**src/rtl/mc_pkg.sv**
```systemverilog
// mc_pkg: shared state, instruction-class, ALU and select encodings for multicycle_ctrl
package mc_pkg;
  typedef enum logic [3:0] {
    S_IDLE   = 4'd0,
    S_FETCH  = 4'd1,
    S_DECODE = 4'd2,
    S_EXE    = 4'd3,
    S_ALUWB  = 4'd4,
    S_MEMADR = 4'd5,
    S_MEMRD  = 4'd6,
    S_MEMWB  = 4'd7,
    S_MEMWR  = 4'd8,
    S_BRANCH = 4'd9,
    S_JUMP   = 4'd10,
    S_TRAP   = 4'd15
  } state_t;
  typedef enum logic [3:0] {
    C_ILL, C_ADDU, C_SUBU, C_SLT, C_ORI, C_LUI, C_ADDI,
    C_LW, C_LB, C_SW, C_SB, C_BEQ, C_J, C_JAL, C_JR
  } cls_t;
  localparam logic [2:0] ALU_ADD = 3'b000;
  localparam logic [2:0] ALU_SUB = 3'b001;
  localparam logic [2:0] ALU_OR  = 3'b010;
  localparam logic [2:0] ALU_SLT = 3'b011;
  localparam logic [2:0] ALU_LUI = 3'b100;
  localparam logic [5:0] OP_R    = 6'b000000;
  localparam logic [5:0] OP_ORI  = 6'b001101;
  localparam logic [5:0] OP_LUI  = 6'b001111;
  localparam logic [5:0] OP_ADDI = 6'b001000;
  localparam logic [5:0] OP_LW   = 6'b100011;
  localparam logic [5:0] OP_LB   = 6'b100000;
  localparam logic [5:0] OP_SW   = 6'b101011;
  localparam logic [5:0] OP_SB   = 6'b101000;
  localparam logic [5:0] OP_BEQ  = 6'b000100;
  localparam logic [5:0] OP_J    = 6'b000010;
  localparam logic [5:0] OP_JAL  = 6'b000011;
  localparam logic [5:0] FN_ADDU = 6'b100001;
  localparam logic [5:0] FN_SUBU = 6'b100011;
  localparam logic [5:0] FN_SLT  = 6'b101010;
  localparam logic [5:0] FN_JR   = 6'b001000;
  localparam logic [1:0] EXT_ZERO = 2'b00;
  localparam logic [1:0] EXT_SIGN = 2'b01;
  localparam logic [1:0] EXT_LUI  = 2'b10;
  localparam logic [1:0] GPR_RT  = 2'b00;
  localparam logic [1:0] GPR_RD  = 2'b01;
  localparam logic [1:0] GPR_OUT = 2'b10;
  localparam logic [1:0] WD_ALU = 2'b00;
  localparam logic [1:0] WD_DM  = 2'b01;
  localparam logic [1:0] WD_PC4 = 2'b10;
  function automatic logic is_load(cls_t c);
    return c == C_LW || c == C_LB;
  endfunction
  function automatic logic is_store(cls_t c);
    return c == C_SW || c == C_SB;
  endfunction
  function automatic logic is_imm(cls_t c);
    return c == C_ORI || c == C_LUI || c == C_ADDI;
  endfunction
  function automatic logic is_jump(cls_t c);
    return c == C_J || c == C_JAL || c == C_JR;
  endfunction
endpackage

```
**src/rtl/multicycle_ctrl_if.sv**
```systemverilog
// multicycle_ctrl_if: controller <-> datapath bundle (IR fields, ALU flags, DM ready in; selects/enables out)
// master = controller, slave = datapath. Optional trap line exists only with ILLEGAL_TRAP_EN.
interface multicycle_ctrl_if;
  logic [5:0] op;
  logic [5:0] funct;
  logic       zero;
  logic       of;
  logic       mem_ready;
  logic       pc_wr;
  logic       ir_wr;
  logic       npc_sel;
  logic       jsome;
  logic       jr;
  logic       jal;
  logic [2:0] alu_op;
  logic       bsel;
  logic [1:0] extop;
  logic [1:0] gprsel;
  logic [1:0] wdsel;
  logic       gpr_wr;
  logic       dm_rd;
  logic       dm_wr;
  logic       sb;
  logic       lb;
  logic       instr_done;
  logic       mem_err;
  logic [3:0] state;
`ifdef ILLEGAL_TRAP_EN
  logic       trap;
`endif
  modport master (
    input  op, funct, zero, of, mem_ready,
`ifdef ILLEGAL_TRAP_EN
    output trap,
`endif
    output pc_wr, ir_wr, npc_sel, jsome, jr, jal, alu_op, bsel, extop, gprsel,
           wdsel, gpr_wr, dm_rd, dm_wr, sb, lb, instr_done, mem_err, state
  );
  modport slave (
    output op, funct, zero, of, mem_ready,
`ifdef ILLEGAL_TRAP_EN
    input  trap,
`endif
    input  pc_wr, ir_wr, npc_sel, jsome, jr, jal, alu_op, bsel, extop, gprsel,
           wdsel, gpr_wr, dm_rd, dm_wr, sb, lb, instr_done, mem_err, state
  );
endinterface

```
**src/rtl/mc_decode.sv**
```systemverilog
// mc_decode: combinational IR op/funct -> instruction class
// Ports: i_op (IR[31:26]), i_funct (IR[5:0]), o_cls (class, C_ILL for undefined encodings).
module mc_decode
  import mc_pkg::*;
(
  input  logic [5:0] i_op,
  input  logic [5:0] i_funct,
  output cls_t       o_cls
);
  always_comb begin
    o_cls = C_ILL;
    case (i_op)
      OP_R: case (i_funct)
        FN_ADDU: o_cls = C_ADDU;
        FN_SUBU: o_cls = C_SUBU;
        FN_SLT:  o_cls = C_SLT;
        FN_JR:   o_cls = C_JR;
        default: o_cls = C_ILL;
      endcase
      OP_ORI:  o_cls = C_ORI;
      OP_LUI:  o_cls = C_LUI;
      OP_ADDI: o_cls = C_ADDI;
      OP_LW:   o_cls = C_LW;
      OP_LB:   o_cls = C_LB;
      OP_SW:   o_cls = C_SW;
      OP_SB:   o_cls = C_SB;
      OP_BEQ:  o_cls = C_BEQ;
      OP_J:    o_cls = C_J;
      OP_JAL:  o_cls = C_JAL;
      default: o_cls = C_ILL;
    endcase
  end
endmodule

```
**src/rtl/multicycle_ctrl.sv**
```systemverilog
// multicycle_ctrl: multi-cycle MIPS sequencer driving datapath selects/enables with a DM ready handshake
// Ports: clk, rst (async active-low), bus (multicycle_ctrl_if.master: op/funct/zero/of/mem_ready in,
// all datapath controls, instr_done, mem_err, state out). Macro ILLEGAL_TRAP_EN enables the TRAP state.
module multicycle_ctrl
  import mc_pkg::*;
#(
  parameter int MEM_WAIT_MAX = 8,
  parameter int WAIT_W       = 8
) (
  input  logic clk,
  input  logic rst,
  multicycle_ctrl_if.master bus
);
`ifdef ILLEGAL_TRAP_EN
  localparam state_t ILL_NEXT = S_TRAP;
`else
  localparam state_t ILL_NEXT = S_FETCH;
`endif
  state_t              r_state, w_next;
  cls_t                r_cls, w_cls;
  logic [WAIT_W-1:0]   r_wait;
  logic                r_mem_err;
  logic                w_wait_cyc, w_timeout;
  mc_decode u_decode (.i_op(bus.op), .i_funct(bus.funct), .o_cls(w_cls));
  assign w_wait_cyc = r_state == S_MEMRD || r_state == S_MEMWR;
  // Timeout fires on the MEM_WAIT_MAX-th unanswered cycle so that cycle is the last one with a request.
  assign w_timeout  = w_wait_cyc && !bus.mem_ready && r_wait == WAIT_W'(MEM_WAIT_MAX - 1);
  always_ff @(posedge clk or negedge rst) begin
    if (!rst) begin
      r_state   <= S_IDLE;
      r_cls     <= C_ILL;
      r_wait    <= '0;
      r_mem_err <= 1'b0;
    end else begin
      r_state <= w_next;
      if (r_state == S_DECODE) r_cls <= w_cls;
      r_wait <= (w_wait_cyc && !bus.mem_ready) ? r_wait + 1'b1 : '0;
      if (w_timeout) r_mem_err <= 1'b1;
    end
  end
  always_comb begin
    w_next         = r_state;
    bus.pc_wr      = 1'b0;
    bus.ir_wr      = 1'b0;
    bus.npc_sel    = 1'b0;
    bus.jsome      = 1'b0;
    bus.jr         = 1'b0;
    bus.jal        = 1'b0;
    bus.alu_op     = ALU_ADD;
    bus.bsel       = 1'b0;
    bus.extop      = EXT_ZERO;
    bus.gprsel     = GPR_RT;
    bus.wdsel      = WD_ALU;
    bus.gpr_wr     = 1'b0;
    bus.dm_rd      = 1'b0;
    bus.dm_wr      = 1'b0;
    bus.sb         = 1'b0;
    bus.lb         = 1'b0;
    bus.instr_done = 1'b0;
    case (r_state)
      S_IDLE: w_next = S_FETCH;
      S_FETCH: begin
        bus.ir_wr = 1'b1;
        bus.pc_wr = 1'b1;
        w_next    = S_DECODE;
      end
      S_DECODE: w_next = w_cls == C_ILL ? ILL_NEXT :
                         (is_load(w_cls) || is_store(w_cls)) ? S_MEMADR :
                         w_cls == C_BEQ ? S_BRANCH :
                         is_jump(w_cls) ? S_JUMP : S_EXE;
      S_EXE: begin
        bus.alu_op = r_cls == C_SUBU ? ALU_SUB : r_cls == C_SLT ? ALU_SLT :
                     r_cls == C_ORI ? ALU_OR : r_cls == C_LUI ? ALU_LUI : ALU_ADD;
        bus.bsel   = is_imm(r_cls);
        bus.extop  = r_cls == C_LUI ? EXT_LUI : r_cls == C_ADDI ? EXT_SIGN : EXT_ZERO;
        w_next     = S_ALUWB;
      end
      S_ALUWB: begin
        bus.gpr_wr     = 1'b1;
        // addi overflow redirects the write to the $30 record register
        bus.gprsel     = !is_imm(r_cls) ? GPR_RD : (r_cls == C_ADDI && bus.of) ? GPR_OUT : GPR_RT;
        bus.instr_done = 1'b1;
        w_next         = S_FETCH;
      end
      S_MEMADR: begin
        bus.bsel  = 1'b1;
        bus.extop = EXT_SIGN;
        w_next    = is_load(r_cls) ? S_MEMRD : S_MEMWR;
      end
      S_MEMRD: begin
        bus.dm_rd      = 1'b1;
        bus.lb         = r_cls == C_LB;
        bus.instr_done = w_timeout;
        w_next         = bus.mem_ready ? S_MEMWB : w_timeout ? S_FETCH : S_MEMRD;
      end
      S_MEMWB: begin
        bus.gpr_wr     = 1'b1;
        bus.wdsel      = WD_DM;
        bus.lb         = r_cls == C_LB;
        bus.instr_done = 1'b1;
        w_next         = S_FETCH;
      end
      S_MEMWR: begin
        bus.dm_wr      = 1'b1;
        bus.sb         = r_cls == C_SB;
        bus.instr_done = bus.mem_ready || w_timeout;
        w_next         = (bus.mem_ready || w_timeout) ? S_FETCH : S_MEMWR;
      end
      S_BRANCH: begin
        bus.alu_op     = ALU_SUB;
        bus.npc_sel    = 1'b1;
        bus.pc_wr      = bus.zero;
        bus.instr_done = 1'b1;
        w_next         = S_FETCH;
      end
      S_JUMP: begin
        bus.pc_wr      = 1'b1;
        bus.jsome      = r_cls == C_J || r_cls == C_JAL;
        bus.jal        = r_cls == C_JAL;
        bus.gpr_wr     = r_cls == C_JAL;
        bus.wdsel      = r_cls == C_JAL ? WD_PC4 : WD_ALU;
        bus.gprsel     = r_cls == C_JAL ? GPR_OUT : GPR_RT;
        bus.jr         = r_cls == C_JR;
        bus.instr_done = 1'b1;
        w_next         = S_FETCH;
      end
      S_TRAP: w_next = S_TRAP;
      default: w_next = S_IDLE;
    endcase
  end
  assign bus.state   = r_state;
  assign bus.mem_err = r_mem_err;
`ifdef ILLEGAL_TRAP_EN
  assign bus.trap    = r_state == S_TRAP;
`endif
endmodule

```
**src/flat_wrapper.sv**
```systemverilog
// flat-port wrapper written by rule: the top's interface ports become plain ports
module multicycle_ctrl_flat import mc_pkg::*;
#(
  parameter int MEM_WAIT_MAX = 8,
  parameter int WAIT_W       = 8
)
  (clk, rst, bus_op, bus_funct, bus_zero, bus_of, bus_mem_ready, bus_pc_wr, bus_ir_wr, bus_npc_sel, bus_jsome, bus_jr, bus_jal, bus_alu_op, bus_bsel, bus_extop, bus_gprsel, bus_wdsel, bus_gpr_wr, bus_dm_rd, bus_dm_wr, bus_sb, bus_lb, bus_instr_done, bus_mem_err, bus_state);
  multicycle_ctrl_if bus_i ();
  input  logic clk;
  input  logic rst;
  input wire logic [$bits(bus_i.op)-1:0] bus_op;
  input wire logic [$bits(bus_i.funct)-1:0] bus_funct;
  input wire logic [$bits(bus_i.zero)-1:0] bus_zero;
  input wire logic [$bits(bus_i.of)-1:0] bus_of;
  input wire logic [$bits(bus_i.mem_ready)-1:0] bus_mem_ready;
  output wire logic [$bits(bus_i.pc_wr)-1:0] bus_pc_wr;
  output wire logic [$bits(bus_i.ir_wr)-1:0] bus_ir_wr;
  output wire logic [$bits(bus_i.npc_sel)-1:0] bus_npc_sel;
  output wire logic [$bits(bus_i.jsome)-1:0] bus_jsome;
  output wire logic [$bits(bus_i.jr)-1:0] bus_jr;
  output wire logic [$bits(bus_i.jal)-1:0] bus_jal;
  output wire logic [$bits(bus_i.alu_op)-1:0] bus_alu_op;
  output wire logic [$bits(bus_i.bsel)-1:0] bus_bsel;
  output wire logic [$bits(bus_i.extop)-1:0] bus_extop;
  output wire logic [$bits(bus_i.gprsel)-1:0] bus_gprsel;
  output wire logic [$bits(bus_i.wdsel)-1:0] bus_wdsel;
  output wire logic [$bits(bus_i.gpr_wr)-1:0] bus_gpr_wr;
  output wire logic [$bits(bus_i.dm_rd)-1:0] bus_dm_rd;
  output wire logic [$bits(bus_i.dm_wr)-1:0] bus_dm_wr;
  output wire logic [$bits(bus_i.sb)-1:0] bus_sb;
  output wire logic [$bits(bus_i.lb)-1:0] bus_lb;
  output wire logic [$bits(bus_i.instr_done)-1:0] bus_instr_done;
  output wire logic [$bits(bus_i.mem_err)-1:0] bus_mem_err;
  output wire logic [$bits(bus_i.state)-1:0] bus_state;
  assign bus_i.op = bus_op;
  assign bus_i.funct = bus_funct;
  assign bus_i.zero = bus_zero;
  assign bus_i.of = bus_of;
  assign bus_i.mem_ready = bus_mem_ready;
  assign bus_pc_wr = bus_i.pc_wr;
  assign bus_ir_wr = bus_i.ir_wr;
  assign bus_npc_sel = bus_i.npc_sel;
  assign bus_jsome = bus_i.jsome;
  assign bus_jr = bus_i.jr;
  assign bus_jal = bus_i.jal;
  assign bus_alu_op = bus_i.alu_op;
  assign bus_bsel = bus_i.bsel;
  assign bus_extop = bus_i.extop;
  assign bus_gprsel = bus_i.gprsel;
  assign bus_wdsel = bus_i.wdsel;
  assign bus_gpr_wr = bus_i.gpr_wr;
  assign bus_dm_rd = bus_i.dm_rd;
  assign bus_dm_wr = bus_i.dm_wr;
  assign bus_sb = bus_i.sb;
  assign bus_lb = bus_i.lb;
  assign bus_instr_done = bus_i.instr_done;
  assign bus_mem_err = bus_i.mem_err;
  assign bus_state = bus_i.state;
  multicycle_ctrl #(.MEM_WAIT_MAX(MEM_WAIT_MAX), .WAIT_W(WAIT_W)) u_core (.clk(clk), .rst(rst), .bus(bus_i));
endmodule
```
**config.mk**
```make
export PLATFORM = sky130hd
export DESIGN_NAME = multicycle_ctrl_flat
export DESIGN_NICKNAME = d
export VERILOG_FILES = /design/src/rtl/mc_pkg.sv /design/src/rtl/multicycle_ctrl_if.sv /design/src/rtl/mc_decode.sv /design/src/rtl/multicycle_ctrl.sv /design/src/flat_wrapper.sv
export SDC_FILE = /design/constraint.sdc
export NUM_CORES = 1
export LEC_CHECK = 0
export BUFFER_PORTS_ARGS = -buffer_cell sky130_fd_sc_hd__buf_2
export CAP_MARGIN = 0
export CORE_AREA = 2 2 69 55
export CTS_BUF_LIST = sky130_fd_sc_hd__clkbuf_8 sky130_fd_sc_hd__clkbuf_16
export DETAILED_ROUTE_END_ITERATION = 8
export DIE_AREA = 0 0 71 57
export GPL_ROUTABILITY_DRIVEN = 0
export PLACE_DENSITY_LB_ADDON = 0.12
export SYNTH_ARGS = -nofsm -noshare
export SYNTH_HDL_FRONTEND = slang
export SYNTH_SLANG_ARGS = --single-unit
```
**constraint.sdc**
```tcl
create_clock -name clk -period 2.4 [get_ports clk]
set_input_delay 0.48 -clock clk [delete_from_list [all_inputs] [get_ports clk]]
set_output_delay 0.48 -clock clk [all_outputs]
set_load 0.03 [all_outputs]
```
==> impl_metrics.csv, run 1 <==
group,metric,value,unit
outcome,outcome,"complete, but fails checks",
outcome,failed_checks,"negative setup slack",
clock_network,cts_tree,"built",
route,vias,1584,
final_layout,num-nets-final,273,
worst_setup_path,crit_buf_inv,1,
route,wire_per_inst,13.3,um
synth,synthFlopType,"dfrtp_1",
clock_network,clock-sinks,17,
final_layout,stdcell_count,296,
synth,syn-instance-count,200,
clock_network,clock_path_buffers,2,
floorplan,rows,19,
timing,slew_violations,0,
synth,synth_area_leaders,"dfrtp_1, nor2_1, a21oi_1",
flow_run,drv_cap,0,
global_routing,antenna_found_initial,0,
synth,async_flop_share,100,%
timing,setup_viol,1,
timing,clock.fmax,377,MHz
synth,ys_seq_area_share,28.0,%
global_routing,grt_max_degree,22,
floorplan,core_area,0.00345,mm2
timing,fin_skew,0.00114,ns
synth,synth_edf_count,0,
global_routing,grt_pass1_vias,1453,
synth,yosysTopAreaCell,"dfrtp_1",
synth,synth.most_common_cell,"nor2_1",
timing,min_period,2.65,ns
floorplan,io-pin-count,44,
synth,ys_seq_elements,17,
power,power.density,944,mW/mm2
placement,port_buffers,43,
global_routing,grt_overflow,0,
worst_setup_path,crit_fanout,2,
route,drcViolationCount,0,
timing,tightest_slew,0.500,ns
worst_setup_path,path_class,"flop to output pin",
worst_setup_path,crit_path_end_kind,"output pin",
worst_setup_path,cp-start-kind,"flop",
clock_network,clockRootBuffer,"clkbuf_8",
route,drtIter0Drc,96,
timing,rsz0062_at_grt,"yes",
clock_network,cts.htree.levels,1,
synth,synth_area,0.00152,mm2
worst_setup_path,r2r_slack,0.28,ns
min_path,hp-class,"input port to async pin",
placement,hpwlAfterDp,2.97,mm
final_layout,drive_gt1_share,36.2,%
clock_network,clk_pin_slew_worst_paths,0.06,ns
route,dr.pass1.iters,4,
synth,synth_commonest_cells,"nor2_1, dfrtp_1, a21oi_1, o21ai_0, nand2_1",
floorplan,start_util,44.0,%
worst_setup_path,r2r-start,"u_core.r_wait[3]",
final_layout,fill_cells,327,
timing,relSlewSlack,66.2,%
worst_setup_path,r2r_end,"u_core.bus.state[1]",
route,viasPerCell,5.35,
final_layout,antennaDiodeCount,0,
route,ant_nets,0,
floorplan,die_area,0.00405,mm2
worst_setup_path,crit_arrival,2.17,ns
synth,synth_cell_types,49,
worst_setup_path,cp_slowest_cell,"or4_4",
worst_setup_path,critPathTopFamily,"simple AND/OR/NAND/NOR gates",
timing,period_share,111,%
placement,dp_cells,289,
power,ir_drop,0.588,mV
worst_setup_path,worstPathCellList,"or4_4 -> a2111oi_4 -> or2_4 -> nor3_2 -> a211o_1 -> a22oi_2 -> buf_6",
synth,syn_avg_cell_area,7.59,um2
worst_setup_path,required,1.92,ns
global_routing,grt_use_total,20.3,%
worst_setup_path,cp-startpoint,"u_core.r_wait[3]",
route,drt_wl_total,3.93,mm
power,leakage,0.878,nW
clock_network,cts_buffers,3,
worst_setup_path,max_stage_delay,0.54,ns
final_layout,final_util,57.7,%
worst_setup_path,r2r_cells,8,
synth,synth_fp_nets,218,
final_layout,areaGrowthSynthToFinish,31.2,%
floorplan,die_h,57,um
clock_network,clock_latency,0.25,ns
timing,finalHoldViolCount,0,
timing,fin_ws,-0.252,ns
floorplan,die_x,71,um
synth,synth_top_area_share,28.0,%
global_routing,grt_pass1_wl,6.69,mm
synth,synth_warnings,0,
==> worst max-delay path by stage <==
stage / endpoint / cells past startpoint
floorplan: bus_instr_done / 7
global placement: bus_instr_done / 7
detailed placement: bus_instr_done / 7
CTS: bus_instr_done / 7
global route: bus_instr_done / 7
finish: bus_instr_done / 7
==> where the power goes <==
part / total [W] / internal [W] / switching [W]
clock: 0.000201 / 0.000113 / 0.0000874
combinational: 0.00123 / 0.000464 / 0.000769
sequential: 0.000446 / 0.000355 / 0.0000910
total: 0.00188 / 0.000932 / 0.000947
==> final cells by class <==
type                            instances  area [um2]  area share (%)
Clock inverter                          1        3.75           0.189
Sequential cell                        17         428            21.5
Multi-Input combinational cell        166        1050            52.9
Inverter                                6        22.5            1.13
Timing Repair Buffer                   61         390            19.6
Tap cell                               42        52.6            2.64
Clock buffer                            3        41.3            2.07
==> layout by cell type, fill, tap and decap left out, types with 3 or more instances in the layout <==
| master | count |
|---|---|
| inv_1 | 7 |
| o211ai_1 | 3 |
| clkbuf_8 | 3 |
| nor2_1 | 33 |
| nand3_1 | 6 |
| buf_4 | 19 |
| buf_6 | 4 |
| o21ai_0 | 16 |
| nand2_1 | 10 |
| nor2b_1 | 8 |
| a21oi_1 | 16 |
| and3_1 | 3 |
| xor2_1 | 4 |
| nand2b_1 | 7 |
| a31oi_1 | 3 |
| dfrtp_1 | 15 |
| nor3_1 | 7 |
| buf_2 | 36 |
| xnor2_1 | 3 |
| or2_2 | 3 |
==> stage by stage <==
step	power, W	setup TNS [ns]	hold WS, ns	setup WS, ns	cell area [um2]
after floorplan	0.00134	-0.321	0.184	-0.242	1560
after global placement	0.00159	-0.104	0.415	-0.104	1860
after detailed placement	0.00159	-0.124	0.418	-0.124	1860
after CTS	0.00181	-0.221	0.153	-0.221	1920
after global routing	0.00204	-0.357	0.175	-0.321	1990
final	0.00188	-0.252	0.143	-0.252	1990
==> sequential cells by signal, summed over array words and instances, names as in the netlist <==
register,flops
u_core.r_wait,8
u_core.bus.state,4
u_core.r_cls,4
u_core.bus.mem_err,1
==> per-layer routing <==
| metal | track usage, % | wire length, um | part of all wire [%] | up-vias |
|---|---|---|---|---|
| met5 | 0 | 0 | 0 | - |
| met4 | 2.96 | 0 | 0 | 0 |
| met3 | 3.71 | 205 | 5.2 | 0 |
| met2 | 32.3 | 1840 | 47 | 43 |
| met1 | 29.7 | 1890 | 48 | 717 |
| li1 | - | - | - | 824 |
==> logic make-up (layout without fill, tap and decap cells) <==
group	after synthesis	after routing	synth area share [%]
adder cells (fa/ha/maj)	1	1	0.824
AO/OA/AOI/OAI	53	53	23.2
flip-flops	17	17	28.0
XOR/XNOR	7	7	4.04
AND/OR/NAND/NOR	105	105	37.1
buffers and inverters	17	71	6.84
==> timing repair <==
action / in CTS / in global routing
setup endpoints to repair: 2 / 6
setup buffers: 2 / 1
gates resized for setup: 2 / 22
pin swaps: 3 / 3
cloned: 0 / 0
hold buffers: 0 / 0
No activity file was read; power rests on OpenSTA's default activity.
==> inputs of run 2 (changes only) <==
--- a/config.mk
+++ b/config.mk
@@ -6,4 +6,5 @@
 export NUM_CORES = 1
 export LEC_CHECK = 0
+export ABC_CLOCK_PERIOD_IN_PS = 2400
 export BUFFER_PORTS_ARGS = -buffer_cell sky130_fd_sc_hd__buf_2
 export CAP_MARGIN = 0
@@ -16,3 +17,4 @@
 export SYNTH_ARGS = -nofsm -noshare
 export SYNTH_HDL_FRONTEND = slang
+export SYNTH_HIERARCHICAL = 1
 export SYNTH_SLANG_ARGS = --single-unit
==> constraint.sdc (replaced) <==
create_clock -name clk -period 2.4 [get_ports clk]
set_input_delay 0.12 -clock clk [delete_from_list [all_inputs] [get_ports clk]]
set_output_delay 0.12 -clock clk [all_outputs]
set_load 0.03 [all_outputs]
==> impl_metrics.csv, run 2 <==
group,metric,value,unit
placement,hpwlAfterDp,2.77,mm
synth,synthFlopType,"dfrtp_1",
timing,relSlewSlack,59.8,%
floorplan,io-pin-count,44,
synth,synth.most_common_cell,"nor2_1",
route,viasPerCell,5.50,
synth,yosysTopAreaCell,"dfrtp_1",
worst_setup_path,cp-endpoint,"bus_instr_done",
final_layout,num-nets-final,257,
route,drt_wl_total,3.70,mm
global_routing,grt_pass1_vias,1304,
placement,port_buffers,43,
worst_setup_path,cp-startpoint,"u_core/bus.state[1]",
final_layout,antennaDiodeCount,0,
synth,synth_area_leaders,"dfrtp_1, nor2_1, nand2_1",
floorplan,core_area,0.00345,mm2
synth,synth_fp_nets,212,
worst_setup_path,path_class,"flop to output pin",
timing,fin_skew,0.00120,ns
worst_setup_path,r2r-start,"u_core/bus.state[1]",
final_layout,layout_common_cells,"buf_2, nor2_1, nand2_1",
global_routing,antenna_found_initial,0,
clock_network,clock_latency,0.26,ns
synth,synth_cell_types,54,
synth,syn-instance-count,194,
synth,synth_area,0.00152,mm2
synth,synth_top_area_share,28.0,%
route,drcViolationCount,0,
clock_network,clk_pin_slew_worst_paths,0.07,ns
global_routing,grt_max_degree,21,
worst_setup_path,crit_arrival,2.27,ns
worst_setup_path,cp-start-kind,"flop",
power,finalPower,0.00150,W
floorplan,die_x,71,um
floorplan,die_area,0.00405,mm2
timing,tightest_slew,0.595,ns
worst_setup_path,r2r_cells,5,
clock_network,cts_buffers,3,
route,wire_per_inst,13.2,um
synth,synth_commonest_cells,"nor2_1, dfrtp_1, nand2_1",
final_layout,top_register,"u_core/r_wait",
route,drtIter0Drc,74,
timing,period_share,99.5,%
clock_network,clock_path_buffers,2,
global_routing,grt_overflow,0,
timing,min_period,2.39,ns
clock_network,clock-sinks,17,
synth,synth_edf_count,0,
synth,ys_seq_elements,17,
clock_network,cts.htree.levels,1,
route,dr.pass1.iters,4,
route,vias,1539,
global_routing,grt_pass1_wl,6.10,mm
worst_setup_path,required,2.28,ns
synth,ys_seq_area_share,28.0,%
worst_setup_path,crit_fanout,3,
flow_run,drv_cap,0,
worst_setup_path,r2r_end,"u_core/bus.state[2]",
power,leakage,0.841,nW
timing,slew_violations,0,
floorplan,start_util,44.0,%
route,ant_nets,0,
floorplan,die_h,57,um
power,ir_drop,0.314,mV
min_path,min_path_cells,3,
timing,setup_viol,0,
clock_network,clockRootBuffer,"clkbuf_8",
synth,async_flop_share,100,%
synth,synth_warnings,6,
min_path,min_from,"bus_mem_ready",
timing,fin_ws,0.0131,ns
floorplan,rows,19,
synth,syn_avg_cell_area,7.82,um2
min_path,hp-class,"input port to flop",
outcome,outcome,"finished, final reports clean",
final_layout,drive_gt1_share,31.5,%
final_layout,areaGrowthSynthToFinish,21.2,%
final_layout,fill_cells,332,
final_layout,largest_reg_flops,8,
timing,finalHoldViolCount,0,
timing,clock.fmax,419,MHz
final_layout,layout_commonest_cell,"buf_2",
worst_setup_path,crit_path_end_kind,"output pin",
power,power.density,818,mW/mm2
global_routing,grt_use_total,19.0,%
timing,rsz0062_at_grt,"yes",
worst_setup_path,r2r_slack,0.33,ns
placement,dp_slack,0.221,ns
clock_network,cts_tree,"built",
[run 2: worst min path at each step]
stage                     slack [ns]                   to
after CTS                       0.25  u_core/bus.state[0]
after global routing            0.28  u_core/bus.state[0]
after detailed placement        0.05  u_core/bus.state[0]
after global placement          0.06  u_core/bus.state[0]
after floorplan                -0.18   u_core/bus.mem_err
final                           0.26  u_core/bus.state[0]
[run 2: cell families after synthesis]
family / count (synthesis) / synth area share (%)
adder cells (fa/ha/maj): 1 / 0.824
XOR/XNOR: 9 / 5.19
buffers and inverters: 16 / 6.02
AO/OA/AOI/OAI: 37 / 16.7
AND/OR/NAND/NOR: 110 / 40.4
multiplexers: 4 / 2.89
flip-flops: 17 / 28.0
[run 2: per-stage QoR]
step	instance area (um2)	std cells	TNS, ns	hold slack (ns)	util [%]
final	1840	280	0	0.259	53.4
after global routing	1840	280	-0.102	0.284	53.4
after CTS	1840	280	0	0.254	53.3
after detailed placement	1760	274	0	0.0547	51.2
after global placement	1760	274	0	0.0597	51.2
after floorplan	1520	194	-0.403	-0.176	-
[run 2: area by class of cell]
class | instances | area [um2] | area share [%]
multi-input cells | 161 | 1010 | 54.8
repair buffers | 52 | 288 | 15.6
flip-flops and latches | 17 | 428 | 23.3
well taps | 42 | 52.6 | 2.86
clock buffers | 3 | 41.3 | 2.24
clock inverters | 1 | 7.51 | 0.408
inverters | 4 | 15.0 | 0.816
[run 2: repair_timing]
item	in CTS	in global routing
buffers inserted	1	0
hold endpoints to repair	17	0
pin swaps	1	0
hold buffers	1	0
endpoints found under the setup margin	1	1
gates resized for setup	2	1
[run 2: power breakdown]
part           internal (W)  switching (W)  leakage (nW)
clock network      0.000117       0.000102        0.0217
registers          0.000346      0.0000872         0.226
logic              0.000307       0.000546         0.594
[run 2: layer usage]
metal  vias up  GRT usage (%)  part of all wire (%)
met5         -              0                     0
met4         0           6.47                   1.4
met3         5           3.89                   5.0
met2        36           29.1                    45
met1       708           27.0                    49
li1        790              -                     -
[run 2: worst max-delay path, cell delays in order, from the launching register on]
cell,delay (ns)
dfrtp_1,0.39
or3b_4,0.41
a211o_1,0.28
or4_4,0.44
a222oi_1,0.28
buf_4,0.22
==> inputs of run 3 (changes only) <==
Settings changed: CORE_AREA 2 2 69 55 to 2 2 60 62, DIE_AREA 0 0 71 57 to 0 0 62 64.
==> impl_metrics.csv, run 3 (synthesis gave the netlist of run 2 again) <==
group,metric,value,unit
floorplan,die_x,62,um
timing,fin_skew,0.00322,ns
timing,clock.fmax,415,MHz
global_routing,antenna_found_initial,0,
clock_network,clockRootBuffer,"clkbuf_8",
global_routing,grt_pass1_wl,5.80,mm
final_layout,drive_gt1_share,31.4,%
final_layout,stdcell_count,285,
timing,finalHoldViolCount,0,
final_layout,antennaDiodeCount,0,
timing,setup_viol,1,
global_routing,grt_pass1_vias,1325,
floorplan,start_util,46.2,%
route,ant_nets,0,
timing,fin_ws,-0.00706,ns
min_path,min_path_cells,3,
clock_network,cts.htree.levels,1,
worst_setup_path,crit_arrival,2.29,ns
timing,slew_violations,0,
timing,period_share,100,%
route,viasPerCell,5.43,
floorplan,die_area,0.00397,mm2
worst_setup_path,crit_path_end_kind,"output pin",
clock_network,clock_path_buffers,2,
final_layout,top_register,"u_core/r_wait",
worst_setup_path,cp-start-kind,"flop",
route,drt_wl_total,3.53,mm
clock_network,cts_tree,"built",
power,leakage,0.848,nW
worst_setup_path,crit_fanout,3,
final_layout,layout_common_cells,"buf_2, nor2_1, nand2_1",
worst_setup_path,required,2.28,ns
floorplan,io-pin-count,44,
worst_setup_path,path_class,"flop to output pin",
placement,port_buffers,43,
flow_run,drv_cap,0,
clock_network,clk_pin_slew_worst_paths,0.07,ns
placement,dp_slack,0.197,ns
final_layout,largest_reg_flops,8,
final_layout,num-nets-final,258,
timing,rsz0062_at_grt,"yes",
worst_setup_path,r2r_cells,5,
clock_network,clock_latency,0.25,ns
floorplan,rows,21,
final_layout,layout_commonest_cell,"buf_2",
placement,hpwlAfterDp,2.72,mm
outcome,failed_checks,"negative setup slack",
clock_network,cts_buffers,3,
clock_network,clock-sinks,17,
power,ir_drop,0.270,mV
route,dr.pass1.iters,4,
route,drcViolationCount,0,
worst_setup_path,r2r_slack,0.52,ns
outcome,outcome,"complete, but fails checks",
route,wire_per_inst,12.4,um
global_routing,grt_overflow,0,
floorplan,die_h,64,um
global_routing,grt_max_degree,21,
route,vias,1547,
placement,dp_cells,279,
timing,tightest_slew,0.436,ns
route,drtIter0Drc,135,
min_path,hp-class,"input port to flop",
global_routing,grt_use_total,18.8,%
power,power.density,806,mW/mm2
timing,min_period,2.41,ns
final_layout,areaGrowthSynthToFinish,21.7,%
timing,relSlewSlack,70.5,%
floorplan,core_area,0.00328,mm2
-- run 3: cell types whose count changed in the layout (fill, tap and decap cells not counted), sizes merged --
cell | before | now
buf | 51 | 52
clkinv | 0 | 1
clkinvlp | 1 | 0
-- run 3: layout make-up --
class | count | area, um2
timing repair buffer | 53 | 295
sequential | 17 | 428
multi-input combinational | 161 | 1000
fill | 342 | 1440
tap | 46 | 57.6
inverter | 4 | 15.0
clock inverter | 1 | 5.00
clock buffer | 3 | 41.3
-- run 3: per-layer routing --
layer	vias up	global-route usage (%)	part of all wire, %	routed length, um
li1	792	-	-	-
met1	710	25.3	46	1630
met2	43	31.8	49	1740
met3	2	1.82	3.7	129
met4	0	4.26	0.60	21
met5	-	0	0	0
-- run 3: through the flow --
step / utilization (%) / power, W / hold slack (ns) / instance area (um2) / setup TNS [ns]
after floorplan: - / 0.00105 / -0.176 / 1520 / -0.403
after detailed placement: 54.1 / 0.00128 / 0.0695 / 1780 / 0
after global routing: 56.2 / 0.00161 / 0.331 / 1850 / -0.101
final: 56.2 / 0.00149 / 0.282 / 1850 / -0.00706
after global placement: 54.1 / 0.00128 / 0.0653 / 1780 / 0
after CTS: 56.2 / 0.00150 / 0.275 / 1850 / -0.0115
-- run 3: worst max-delay path: stages (launching register included) --
cell,delay [ns]
dfrtp_1,0.37
or3b_1,0.40
a211o_1,0.28
or4_4,0.44
a222oi_1,0.32
buf_4,0.23
-- run 3: final timing paths --
kind                                     start             endpoint
max                        u_core/bus.state[1]       bus_instr_done
min                              bus_mem_ready  u_core/bus.state[0]
max reg2reg                u_core/bus.state[1]  u_core/bus.state[1]
min reg2reg                   u_core/r_wait[0]     u_core/r_wait[0]
max in group asynchronous                  rst  u_core/bus.state[3]
min in group asynchronous                  rst     u_core/r_wait[6]
-- run 3: timing repair --
| item | in CTS | in global routing |
|---|---|---|
| cloned | 0 | 0 |
| hold endpoints to repair | 17 | 0 |
| setup endpoints to repair | 1 | 1 |
| buffers inserted | 1 | 0 |
| hold buffers | 1 | 0 |
| pin swaps | 1 | 0 |
| resized for setup | 2 | 0 |
-- run 3: report_power, final --
part	internal, W	total, W	switching (W)
Combinational	0.000309	0.000852	0.000543
Sequential	0.000346	0.000429	0.0000830
Clock	0.000115	0.000208	0.0000934
